`src/rtl/baggage_drop_ctrl.sv`:
```
// rtl/baggage_drop_ctrl.sv - baggage-drop transaction sequencer
//
// Runs one drop transaction per start request. It samples four height sensors
// each cycle into a rounded height and waits for that height to settle. It then
// compares the height with h_limit and either pulses the drop actuator for a
// fixed window or flags a rejection.
//
// Ports:
//   clk        system clock, rising edge
//   rst        asynchronous active-high reset
//   start      begin a transaction (IDLE only)
//   abort      cancel from SAMPLE/CHECK/DROP/REJECT
//   sensor1..4 raw height sensors, 0 = blocked/invalid
//   h_limit    maximum accepted height, used in CHECK
//   height_q   last registered rounded height
//   busy       high whenever not IDLE
//   drop_en    drop actuator enable
//   reject     one-cycle rejection pulse
//   done       one-cycle end-of-transaction pulse
//   status     00 none, 01 dropped, 10 rejected, 11 timeout/abort
module baggage_drop_ctrl #(
  parameter int STABLE_CYCLES = 4,
  parameter int TIMEOUT       = 64,
  parameter int DROP_CYCLES   = 8
) (
  input  logic       clk,
  input  logic       rst,
  input  logic       start,
  input  logic       abort,
  input  logic [7:0] sensor1,
  input  logic [7:0] sensor2,
  input  logic [7:0] sensor3,
  input  logic [7:0] sensor4,
  input  logic [7:0] h_limit,
  output logic [7:0] height_q,
  output logic       busy,
  output logic       drop_en,
  output logic       reject,
  output logic       done,
  output logic [1:0] status
);

  localparam int SW = $clog2(STABLE_CYCLES + 1);
  localparam int TW = $clog2(TIMEOUT + 1);
  localparam int DW = $clog2(DROP_CYCLES + 1);

  typedef enum logic [2:0] {
    IDLE,
    SAMPLE,
    CHECK,
    DROP,
    REJECT,
    DONE
  } state_t;

  state_t        state, state_n;
  logic [SW-1:0] stab_cnt, stab_n;
  logic [TW-1:0] tmo_cnt, tmo_n;
  logic [DW-1:0] drop_cnt, drop_cnt_n;
  logic [7:0]    height_n;
  logic [1:0]    status_n;
  logic          busy_n, drop_en_n, reject_n, done_n;
  logic [7:0]    h_new;
  logic          same;

  // Rounded height. Sums are widened before rounding so that saturated
  // sensors (255) never wrap; a blocked sensor drops its whole pair.
  always_comb begin
    h_new = 8'd0;
    if (sensor1 == 8'd0 || sensor3 == 8'd0)
      h_new = 8'(({1'b0, sensor2} + {1'b0, sensor4} + 9'd1) >> 1);
    else if (sensor2 == 8'd0 || sensor4 == 8'd0)
      h_new = 8'(({1'b0, sensor1} + {1'b0, sensor3} + 9'd1) >> 1);
    else
      h_new = 8'(({2'b0, sensor1} + {2'b0, sensor2} + {2'b0, sensor3}
                  + {2'b0, sensor4} + 10'd2) >> 2);
  end

  assign same = (h_new == height_q);

  always_comb begin
    state_n    = state;
    height_n   = height_q;
    stab_n     = stab_cnt;
    tmo_n      = tmo_cnt;
    drop_cnt_n = drop_cnt;
    status_n   = status;

    case (state)
      IDLE: begin
        if (start) begin
          state_n  = SAMPLE;
          height_n = h_new;
          stab_n   = '0;
          tmo_n    = '0;
          status_n = 2'b00;
        end
      end
      SAMPLE: begin
        height_n = h_new;
        tmo_n    = tmo_cnt + 1'b1;
        stab_n   = same ? stab_cnt + 1'b1 : '0;
        // Stability wins over timeout when both land on the same cycle.
        if (same && stab_cnt == SW'(STABLE_CYCLES - 1)) begin
          state_n = CHECK;
        end else if (tmo_cnt == TW'(TIMEOUT - 1)) begin
          state_n  = REJECT;
          status_n = 2'b11;
        end
      end
      CHECK: begin
        if (height_q != 8'd0 && height_q <= h_limit) begin
          state_n    = DROP;
          status_n   = 2'b01;
          drop_cnt_n = '0;
        end else begin
          state_n  = REJECT;
          status_n = 2'b10;
        end
      end
      DROP: begin
        if (drop_cnt == DW'(DROP_CYCLES - 1))
          state_n = DONE;
        else
          drop_cnt_n = drop_cnt + 1'b1;
      end
      REJECT:  state_n = DONE;
      DONE:    state_n = IDLE;
      default: state_n = IDLE;
    endcase

    // Abort overrides any transition chosen above.
    if (abort && (state == SAMPLE || state == CHECK || state == DROP || state == REJECT)) begin
      state_n  = DONE;
      status_n = 2'b11;
    end

    // Outputs are registered copies of the next state's decode.
    busy_n    = (state_n != IDLE);
    drop_en_n = (state_n == DROP);
    reject_n  = (state_n == REJECT);
    done_n    = (state_n == DONE);
  end

  always_ff @(posedge clk or posedge rst) begin
    if (rst) begin
      state    <= IDLE;
      height_q <= 8'd0;
      stab_cnt <= '0;
      tmo_cnt  <= '0;
      drop_cnt <= '0;
      status   <= 2'b00;
      busy     <= 1'b0;
      drop_en  <= 1'b0;
      reject   <= 1'b0;
      done     <= 1'b0;
    end else begin
      state    <= state_n;
      height_q <= height_n;
      stab_cnt <= stab_n;
      tmo_cnt  <= tmo_n;
      drop_cnt <= drop_cnt_n;
      status   <= status_n;
      busy     <= busy_n;
      drop_en  <= drop_en_n;
      reject   <= reject_n;
      done     <= done_n;
    end
  end

endmodule

```
`config.mk`:
```
export PLATFORM = sky130hd
export DESIGN_NAME = baggage_drop_ctrl
export DESIGN_NICKNAME = d
export VERILOG_FILES = /design/src/rtl/baggage_drop_ctrl.sv
export SDC_FILE = /design/constraint.sdc
export NUM_CORES = 1
export LEC_CHECK = 0
export ABC_AREA = 1
export CAP_MARGIN = 15
export CORE_AREA = 2 2 87 89
export CTS_BUF_LIST = sky130_fd_sc_hd__clkbuf_16
export DETAILED_ROUTE_END_ITERATION = 10
export DIE_AREA = 0 0 89 91
export GPL_TIMING_DRIVEN = 1
export PLACE_DENSITY_LB_ADDON = 0.3
export SYNTH_ARGS = -nofsm -noshare
export SYNTH_HDL_FRONTEND = slang
export SYNTH_SLANG_ARGS = --single-unit
```
`constraint.sdc`:
```
create_clock -name clk -period 3.4 [get_ports clk]
set_input_delay 0.85 -clock clk [delete_from_list [all_inputs] [get_ports clk]]
set_output_delay 0.85 -clock clk [all_outputs]
set_load 0.02 [all_outputs]
```
# Word level (Yosys, flattened, before mapping)
# Index checks and enable logic that the tools add are counted.
word_totals:
  register_bits: 31
  word_cells: 85
op_classes:
  addsub: 11
  n_lt_le_gt_ge: 1
  n_eq_ne: 17
  mux: 25
  n_reduce_logical: 21
op_table:
  columns: ["cell", "n"]
  rows:
  - ["zero test 8 bit", 4]
  - ["adder 8 x 8 -> 9 bit", 3]
  - ["2-to-1 mux 3 bit", 8]
  - ["2-to-1 mux 8 bit", 3]
  - ["adder 9 x 1 -> 9 bit, second input constant", 2]
  - ["case mux 8 bit (2 select lines)", 1]
  - ["case mux 3 bit (5 select lines)", 1]
  - ["case mux 7 bit (2 select lines)", 1]
  - ["equality test 3 x 2 -> 1 bit, second input constant", 4]
  - ["adder 10 x 2 -> 10 bit, second input constant", 1]
  - ["adder 10 x 8 -> 10 bit", 1]
  - ["adder 9 x 8 -> 10 bit", 1]
  - ["2-to-1 mux 2 bit", 5]
  - ["equality test 3 bit, second input constant", 3]
  - ["equality test 8 bit", 1]
  - ["less-or-equal comparator 8 bit", 1]
  - ["2-to-1 mux 4 bit", 2]
  - ["case mux 4 bit (2 select lines)", 1]
  - ["nonzero test 8 bit", 1]
  - ["adder 7 x 1 -> 7 bit, second input constant", 1]
  - ["equality test 7 x 6 -> 1 bit, second input constant", 1]
  - ["2-to-1 mux 7 bit", 1]
  - ["inequality test 2 bit, second input constant", 3]
  - ["inequality test 3 x 2 -> 1 bit, second input constant", 2]
  - ["other kinds (16)", 23]

# Logic depth before layout (Yosys ltp)
# Gate-level depths: netlist (run 1).
depth:
  word_depth: 12
  ltp_mapped: 25
  mapped_depth_nobuf: 25

# Least setup slack after synthesis (run 1)
# No wires, ideal clock.
synth_timing:
  path_kind: "input -> register"
  from: "in sensor1[4]"
  to: "reg reject"
  arrival_time_ps: 3511
  slack_ps: -230
  path_stages: 21
  path_buffers: 0
  path_cell_list: "fa_1 fa_1 ha_1 nand2_1 inv_1 a21oi_1 nand2_1 nand2_1 nand3_1 nand2_1 nand2_1 nand2_1 nand2_1 nand2_1 nand3_2 nor2_2 nand3_2 nand2_1 nand3_1 nor2_2 nor2_2"
synth_via:
  elab_chain_len: 12
synth_lines:
  columns: ["item", "line_no", "rtl"]
  rows:
  - ["start: declaration", "30", "input logic [7:0] sensor1,"]
  - ["adder 8 x 8 -> 9 bit", "75", "h_new = 8'(({2'b0, sensor1} + {2'b0, sensor2} + {2'b0, sensor3}"]
  - ["adder 9 x 8 -> 10 bit", "75", null]
  - ["adder 10 x 8 -> 10 bit", "76", "+ {2'b0, sensor4} + 10'd2) >> 2);"]
  - ["adder 10 x 2 -> 10 bit", "76", null]
  - ["2-to-1 mux 8 bit", "72", "else if (sensor2 == 8'd0 || sensor4 == 8'd0)"]
  - ["2-to-1 mux 8 bit (*)", "70", "if (sensor1 == 8'd0 || sensor3 == 8'd0)"]
  - ["equality test 8 bit (*)", "79", "assign same = (h_new == height_q);"]
  - ["logical AND 1 bit (*)", "104", "if (same && stab_cnt == SW'(STABLE_CYCLES - 1)) begin"]
  - ["2-to-1 mux 3 bit (*)", "104", null]
  - ["case mux 3 bit (5 select lines) (*)", "89", "case (state)"]
  - ["2-to-1 mux 3 bit (*)", "133", "if (abort && (state == SAMPLE || state == CHECK || state == DROP || state == REJECT)) begin"]
  - ["equality test 3 bit (*)", "141", "reject_n = (state_n == REJECT);"]
  - ["via reject_n", "62", "logic busy_n, drop_en_n, reject_n, done_n;"]
  - ["end signal: assignment", "166", "reject <= reject_n;"]
  - ["end: declaration", "38", "output logic reject,"]
# Mark *: on every way through the listed nets, which the timed path passes. The rest lies on a longest branch.
# A chain may end at the register's enable or synchronous reset.

# Worst setup path in the final report (run 1)
layout_timing:
  from: "in sensor2[6]"
  to: "reg busy"
layout_via:
  elab_chain_len: 12
layout_lines:
  columns: ["item", "line_no", "rtl"]
  rows:
  - ["start: declaration", "31", "input logic [7:0] sensor2,"]
  - ["adder 8 x 8 -> 9 bit", "75", null]
  - ["adder 9 x 8 -> 10 bit", "75", null]
  - ["adder 10 x 8 -> 10 bit", "76", null]
  - ["adder 10 x 2 -> 10 bit", "76", null]
  - ["2-to-1 mux 8 bit", "72", null]
  - ["2-to-1 mux 8 bit (*)", "70", null]
  - ["equality test 8 bit (*)", "79", null]
  - ["logical AND 1 bit (*)", "104", null]
  - ["2-to-1 mux 3 bit (*)", "104", null]
  - ["case mux 3 bit (5 select lines) (*)", "89", null]
  - ["2-to-1 mux 3 bit (*)", "133", null]
  - ["nonzero test 3 bit (*)", "139", "busy_n = (state_n != IDLE);"]
  - ["via busy_n", "62", null]
  - ["end signal: assignment", "164", "busy <= busy_n;"]
  - ["end: declaration", "36", "output logic busy,"]
# Marks and branches as above.

==> metrics.md, run 1 <==
| Metric | Value |
|---|---|
| Status | `complete, but fails checks` |
| Failing checks | `setup timing` |
| GRT Util Overall | `0.292` |
| Final instance area | `5480 sq um` |
| Final worst setup slack | `-0.429 ns` |
| Clk_lat worst skew | `0.27 ns` |
| Die area | `8100 sq um` |
| Ant. Diodes | `0` |
| Critical-path maximum fanout | `3` |
| Critical R2R Launch | `height_q[1]$_DFFE_PP0P_` |
| #FFs+latches synth | `31` |
| Slew @ Worst Pin | `0.753 ns` |
| Crit Path Category | `primary input to flop` |
| Post-Synth Adder-Cell Area | `0.203` |
| Hold Path Class | `flop to flop` |
| CP required | `3.55 ns` |
| Post-synth top area cell | `dfrtp_1` |
| Commonest cells in the netlist | `149 x nand2_1, 101 x inv_1, 48 x nor2_1` |
| Largest net degree at the start of global routing | `32` |
| Placed cells | `773` |
| Die height | `91 um` |
| Fin crit period | `3.83 ns` |
| Via count | `4363` |
| HPWL Detailed | `8560 um` |
| Compound-gate portion of the synthesized area | `0.100` |
| Most common cell in the synthesized netlist | `nand2_1` |
| Synth Warn # | `0` |
| Leak | `2.91 nW` |
| Syn_nets | `659` |
| Post-synth EDFFs | `0` |
| Die X | `89 um` |
| Largest family of logic cells by synthesized area | `simple AND/OR/NAND/NOR gates` |
| Max H-tree Level | `2` |
| Syn Area/Cell | `6.79 sq um` |
| Clock root cell | `clkbuf_16` |
| Initial antenna violation count | `0` |
| Port buffer count | `57` |
| Critical Path End Type | `flop` |
| Remaining antenna violation count after routing | `0` |
| Synth top area cells | `dfrtp_1 20%, nand2_1 15%, ha_1 11%` |
| Slew Viols, Final | `0` |
| NumNets Final | `801` |
| Synth top area share | `0.203` |
| Initial Utilization | `0.536` |
| WHS Path Cells | `2` |
| Vias in the first global route | `4197` |
| GRT overflow | `0` |
| # rows | `31` |
| Clk slew on worst S/H paths | `0.05 ns` |
| Iter 0 DRT Violations | `350` |
| Crit start category | `primary input` |
| RR Endpoint | `done$_DFF_PP0_` |
| Skew final | `0.00592 ns` |
| CTS tree | `done` |
| Syn Inst Count | `563` |
| Placed cell area | `5010 sq um` |
| Synth unique cells | `42` |
| Synth async-reset ratio | `1.00` |
| Final Hold Viols | `0` |
| Setup TNS | `-4.95 ns` |
| Synth Cell Area | `3820 sq um` |
| # IOs | `58` |
| Avg WL per Cell | `15.1 um` |
| Max_slew headroom | `0.496` |
| Total CTS buffers | `5` |
| DR vias/cell | `5.43` |
| Worst R2R Setup Slack | `0.71 ns` |
| Post-synthesis mux area share | `0.00294` |
| Main synth FF type | `dfrtp_1` |
| Post-Layout Cell Count | `804` |
| XOR/XNOR Fraction of Synth Area | `0.00687` |
| Setup-failing EPs final | `14` |
| GP Congestion | `0.968` |
| Count of hold-fix buffers inserted at cts | `0` |
| Fraction of layout cells with a size suffix above 1 | `0.319` |
| CP Data Arrival Time | `3.98 ns` |
| Pwr dens | `640 nW/um^2` |
| RSZ-0062 raised after global routing | `yes` |
| Core ar. | `7140 sq um` |
| Sink Count | `31` |
| Fmax | `261 MHz` |
| Max_cap viols | `0` |
| Hold endpoint | `stab_cnt[2]$_DFFE_PP0P_` |
| Worst vdd ir | `0.442 mV` |
| Hold path start | `stab_cnt[2]$_DFFE_PP0P_` |
| Seq/Total Area, Yosys | `0.203` |
| Fin crit share | `1.13` |
| CTS max path bufs | `2` |
| Path depth of the worst reg2reg path | `15` |
| Synth-to-Final Area Change | `43.3%` |
| Simple-gate share of the synthesized area | `0.371` |
| Drt total wl | `12100 um` |
| First-pass GRT wire length | `18800 um` |
| DR DRC count | `0` |
| 1st-pass router iterations | `5` |
| CP Launch Point | `sensor2[6]` |
-- worst max path at each step --
stage                     slack, ns  cells past startpoint                to
after global routing          -0.57                     23    done$_DFF_PP0_
after floorplan               -0.15                     21    busy$_DFF_PP0_
after CTS                     -0.28                     23    done$_DFF_PP0_
after detailed placement      -0.92                     22    busy$_DFF_PP0_
final                         -0.43                     21    busy$_DFF_PP0_
after global placement        -0.82                     22  reject$_DFF_PP0_
-- report_power, final --
group	internal, mW	switching [mW]
registers	0.489	0.112
clock network	0.262	0.147
logic	1.08	1.42
total	1.83	1.68
-- cell usage in the layout (no fill, tap or decap), drive strengths merged, types with 4 or more instances in the layout --
cell type	instances
dfrtp	31
clkdlybuf4s50	33
inv	109
o21ai	27
fa	17
nand3	53
nor3	4
or2	6
nand4	17
clkdlybuf4s15	5
clkbuf	15
nand3b	4
nor2	55
buf	87
nand2	165
a21oi	18
ha	35
-- through the flow --
| step | utilization | hold slack [ns] | setup slack [ns] | total power [mW] |
|---|---|---|---|---|
| 2_1_floorplan | - | 0.452 | -0.151 | 1.89 |
| 3_3_place_gp | 0.702 | 0.463 | -0.821 | 2.43 |
| 6_report | 0.768 | 0.482 | -0.429 | 3.51 |
| 5_1_grt | 0.768 | 0.500 | -0.572 | 3.73 |
| 4_1_cts | 0.755 | 0.483 | -0.280 | 3.19 |
| 3_5_place_dp | 0.702 | 0.474 | -0.919 | 2.50 |
-- repair_timing --
action                                  CTS  global route
endpoints found under the setup margin   14            14
pin swaps                                46            38
gates resized for setup                  86            55
buffers inserted                         22             2
-- flip-flops by register name, indices dropped and copies added (netlist names) --
register	cells
height_q	8
tmo_cnt	7
drop_cnt	4
stab_cnt	3
state	3
status	2
busy	1
done	1
drop_en	1
reject	1
-- cell families (layout without fill, tap and decap cells) --
logic type                 after synthesis  in the layout
xor gates and xnor gates                 3              3
DFF                                     31             31
and+or+nand+nor                        304            304
muxes                                    1              1
buffers and inverters                  112            254
AOI/OAI and AO/OA                       60             60
adders and majority gates               52             52
-- routing by layer --
| metal | track usage | routed length (um) |
|---|---|---|
| met3 | 0.0445 | 771 |
| met1 | 0.406 | 5220 |
| met5 | 0 | 0 |
| met2 | 0.463 | 5790 |
| met4 | 0.0995 | 321 |
-- area by class of cell --
class                      count  area (sq um)
clock inverter                 2          8.76
inverter                     109           417
fill                         502          1660
multi-input combinational    420          2920
timing repair buffer         138          1120
tap                           99           124
clock buffer                   5           125
sequential                    31           776
-- worst max-delay path, stage by stage --
cell	delay (ns)
clkdlybuf4s15_1	0.20
fa_1	0.47
fa_1	0.57
ha_4	0.22
buf_4	0.14
nand2_2	0.07
nor2_1	0.04
nor2_1	0.17
nand3_1	0.12
nand3_2	0.09
nand3_2	0.07
nand2_1	0.10
nand2_1	0.09
nand2_2	0.08
inv_1	0.07
nor2_4	0.13
nand3_2	0.10
nand2_2	0.09
nand2_2	0.06
nor2_4	0.12
nand3b_1	0.09
No activity file was read; power rests on OpenSTA's default activity.
==> run 2: changes to the inputs <==
--- a/config.mk
+++ b/config.mk
@@ -13,6 +13,7 @@
 export DIE_AREA = 0 0 89 91
 export GPL_TIMING_DRIVEN = 1
 export PLACE_DENSITY_LB_ADDON = 0.3
+export SETUP_SLACK_MARGIN = 0.5
 export SYNTH_ARGS = -nofsm -noshare
 export SYNTH_HDL_FRONTEND = slang
 export SYNTH_SLANG_ARGS = --single-unit
==> run 2 against run 1 <==
  * Wire length increased by 8.5%
  * Non-clock buffer count is 3 higher
  * The run still ends with setup timing left
  * Final area increased by 3.5%
  * Cell count increased by 0.25%
  * Largest power group unchanged
==> metrics.md, run 2 (synthesis gave the netlist of run 1 again) <==
| Metric | Value |
|---|---|
| Status | `complete, but fails checks` |
| Failing checks | `setup timing` |
| Initial Utilization | `0.536` |
| Fmax | `264 MHz` |
| CP Launch Point | `sensor1[2]` |
| Setup-failing EPs final | `14` |
| Via count | `4635` |
| Critical R2R Launch | `height_q[6]$_DFFE_PP0P_` |
| Critical-path maximum fanout | `4` |
| Leak | `2.94 nW` |
| Port buffer count | `57` |
| Die height | `91 um` |
| NumNets Final | `804` |
| Pwr dens | `645 nW/um^2` |
| First-pass GRT wire length | `18800 um` |
| Clk slew on worst S/H paths | `0.05 ns` |
| GRT overflow | `0` |
| Most frequent cells in the layout | `109 x nand2_1, 91 x inv_1, 78 x buf_4, 49 x nand2_2, 40 x nor2_1` |
| Leading cell type in the layout, fill and taps excluded | `nand2_1` |
| GRT Util Overall | `0.291` |
| # rows | `31` |
| # IOs | `58` |
| Register with the most flip-flops | `height_q` |
| Clk_lat worst skew | `0.28 ns` |
| Die X | `89 um` |
| Worst vdd ir | `0.412 mV` |
| Remaining antenna violation count after routing | `0` |
| CP Data Arrival Time | `3.92 ns` |
| Slew Viols, Final | `0` |
| Avg WL per Cell | `16.3 um` |
| Crit start category | `primary input` |
| 1st-pass router iterations | `6` |
| Total CTS buffers | `5` |
| Largest registers | `height_q (8), tmo_cnt (7), drop_cnt (4)` |
| Worst hold slack | `0.498 ns` |
| GP Congestion | `0.916` |
| Core Util, Final | `0.795` |
| Fin crit share | `1.11` |
| Final Hold Viols | `0` |
| Fin crit period | `3.78 ns` |
| Filler cell count in the final layout | `459` |
| Hold Path Class | `flop to flop` |
| Placed cell area | `5030 sq um` |
| Initial antenna violation count | `0` |
| Ant. Diodes | `0` |
| Core ar. | `7140 sq um` |
| Max_slew headroom | `0.541` |
| Max H-tree Level | `2` |
| Skew final | `0.0119 ns` |
| Drt total wl | `13100 um` |
| Cell repeated most along the worst path | `nand2_2` |
| Final worst setup slack | `-0.382 ns` |
| Slowest stage delay, CP | `0.56 ns` |
| Sink Count | `31` |
| Max_cap viols | `0` |
| Largest net degree at the start of global routing | `32` |
| DR DRC count | `0` |
| Hold path start | `stab_cnt[2]$_DFFE_PP0P_` |
| Vias in the first global route | `4233` |
| Slowest CP cell | `fa_1` |
| DR vias/cell | `5.75` |
| Final instance area | `5670 sq um` |
| HPWL Detailed | `8760 um` |
| Setup TNS | `-4.17 ns` |
| RSZ-0062 raised after global routing | `yes` |
| Fraction of layout cells with a size suffix above 1 | `0.361` |
| Count of hold-fix buffers inserted at cts | `0` |
| Critical Path End Type | `flop` |
| CTS max path bufs | `2` |
| Clock root cell | `clkbuf_16` |
| Max reg flops | `8` |
| CP cell instances | `buf_8, fa_1, fa_1, ha_4, nand2_4, nor2_2, nand2_1, nand4_1, nand3_2, nand2_2, nand2_2, nand2_2, nand2_2, nor2_4, nand3_2, nor2_4, nand3_2, nand2_2, nand2_2, nor2_4, nand3b_1` |
| Die area | `8100 sq um` |
| Slew @ Worst Pin | `0.684 ns` |
| Synth-to-Final Area Change | `48.3%` |
| CTS tree | `done` |
| Pre-CTS setup slack | `-0.937 ns` |
| CP required | `3.54 ns` |
| Iter 0 DRT Violations | `489` |
| Crit Path Category | `primary input to flop` |
-- run 2: cell types whose count changed in the layout (fill, tap and decap cells not counted), sizes merged --
cell	delta
clkinv	-2
clkdlybuf4s15	-4
clkbuf	-8
clkdlybuf4s50	-1
buf	+16
inv	+1
-- run 2: what timing repair did --
item,4_1_cts,5_1_grt
hold endpoints to repair,0,0
endpoints found under the setup margin,23,22
setup buffers,16,11
pin swaps,68,75
resized for setup,129,84
-- run 2: worst paths after layout --
kind                                           end  slack, ns  cells after the start
max                                 busy$_DFF_PP0_      -0.38                     21
min                        stab_cnt[2]$_DFFE_PP0P_       0.50                      2
max reg2reg                         done$_DFF_PP0_       0.95                     13
min reg2reg                stab_cnt[2]$_DFFE_PP0P_       0.50                      2
max in group asynchronous       state[1]$_DFF_PP0_       2.11                      3
min in group asynchronous  height_q[0]$_DFFE_PP0P_       0.99                      3
-- run 2: final cells by class --
class | count | area (sq um) | share of cell area
Tap cell | 99 | 124 | 0.0218
Inverter | 109 | 417 | 0.0735
Clock buffer | 5 | 125 | 0.0221
Sequential cell | 31 | 776 | 0.137
Multi-Input combinational cell | 420 | 3060 | 0.540
Clock inverter | 1 | 3.75 | 0.000662
Timing Repair Buffer | 141 | 1160 | 0.205
-- run 2: metal layers --
| metal | global-route usage | wire length, um | up-vias |
|---|---|---|---|
| met3 | 0.0473 | 1100 | 76 |
| li1 | - | - | 2100 |
| met2 | 0.486 | 6370 | 292 |
| met4 | 0.0622 | 566 | 0 |
| met1 | 0.394 | 5100 | 2167 |
| met5 | 0 | 0 | - |
-- run 2: report_power, final --
part           internal [mW]  switching (mW)
clock                  0.259           0.148
sequential             0.489           0.125
combinational           1.13            1.51
total                   1.88            1.78
-- run 2: worst max-delay path: cells and delay by family --
family,cells,cell delay [ns]
adder cells (fa/ha/maj),3,1.35
AND/OR/NAND/NOR,17,1.59
buffers and inverters,1,0.10
-- run 2: per-stage QoR --
step | total power [mW] | std cells
after floorplan | 1.91 | 563
after global placement | 2.46 | 773
after detailed placement | 2.53 | 773
after CTS | 3.20 | 795
after global routing | 3.89 | 806
final | 3.66 | 806
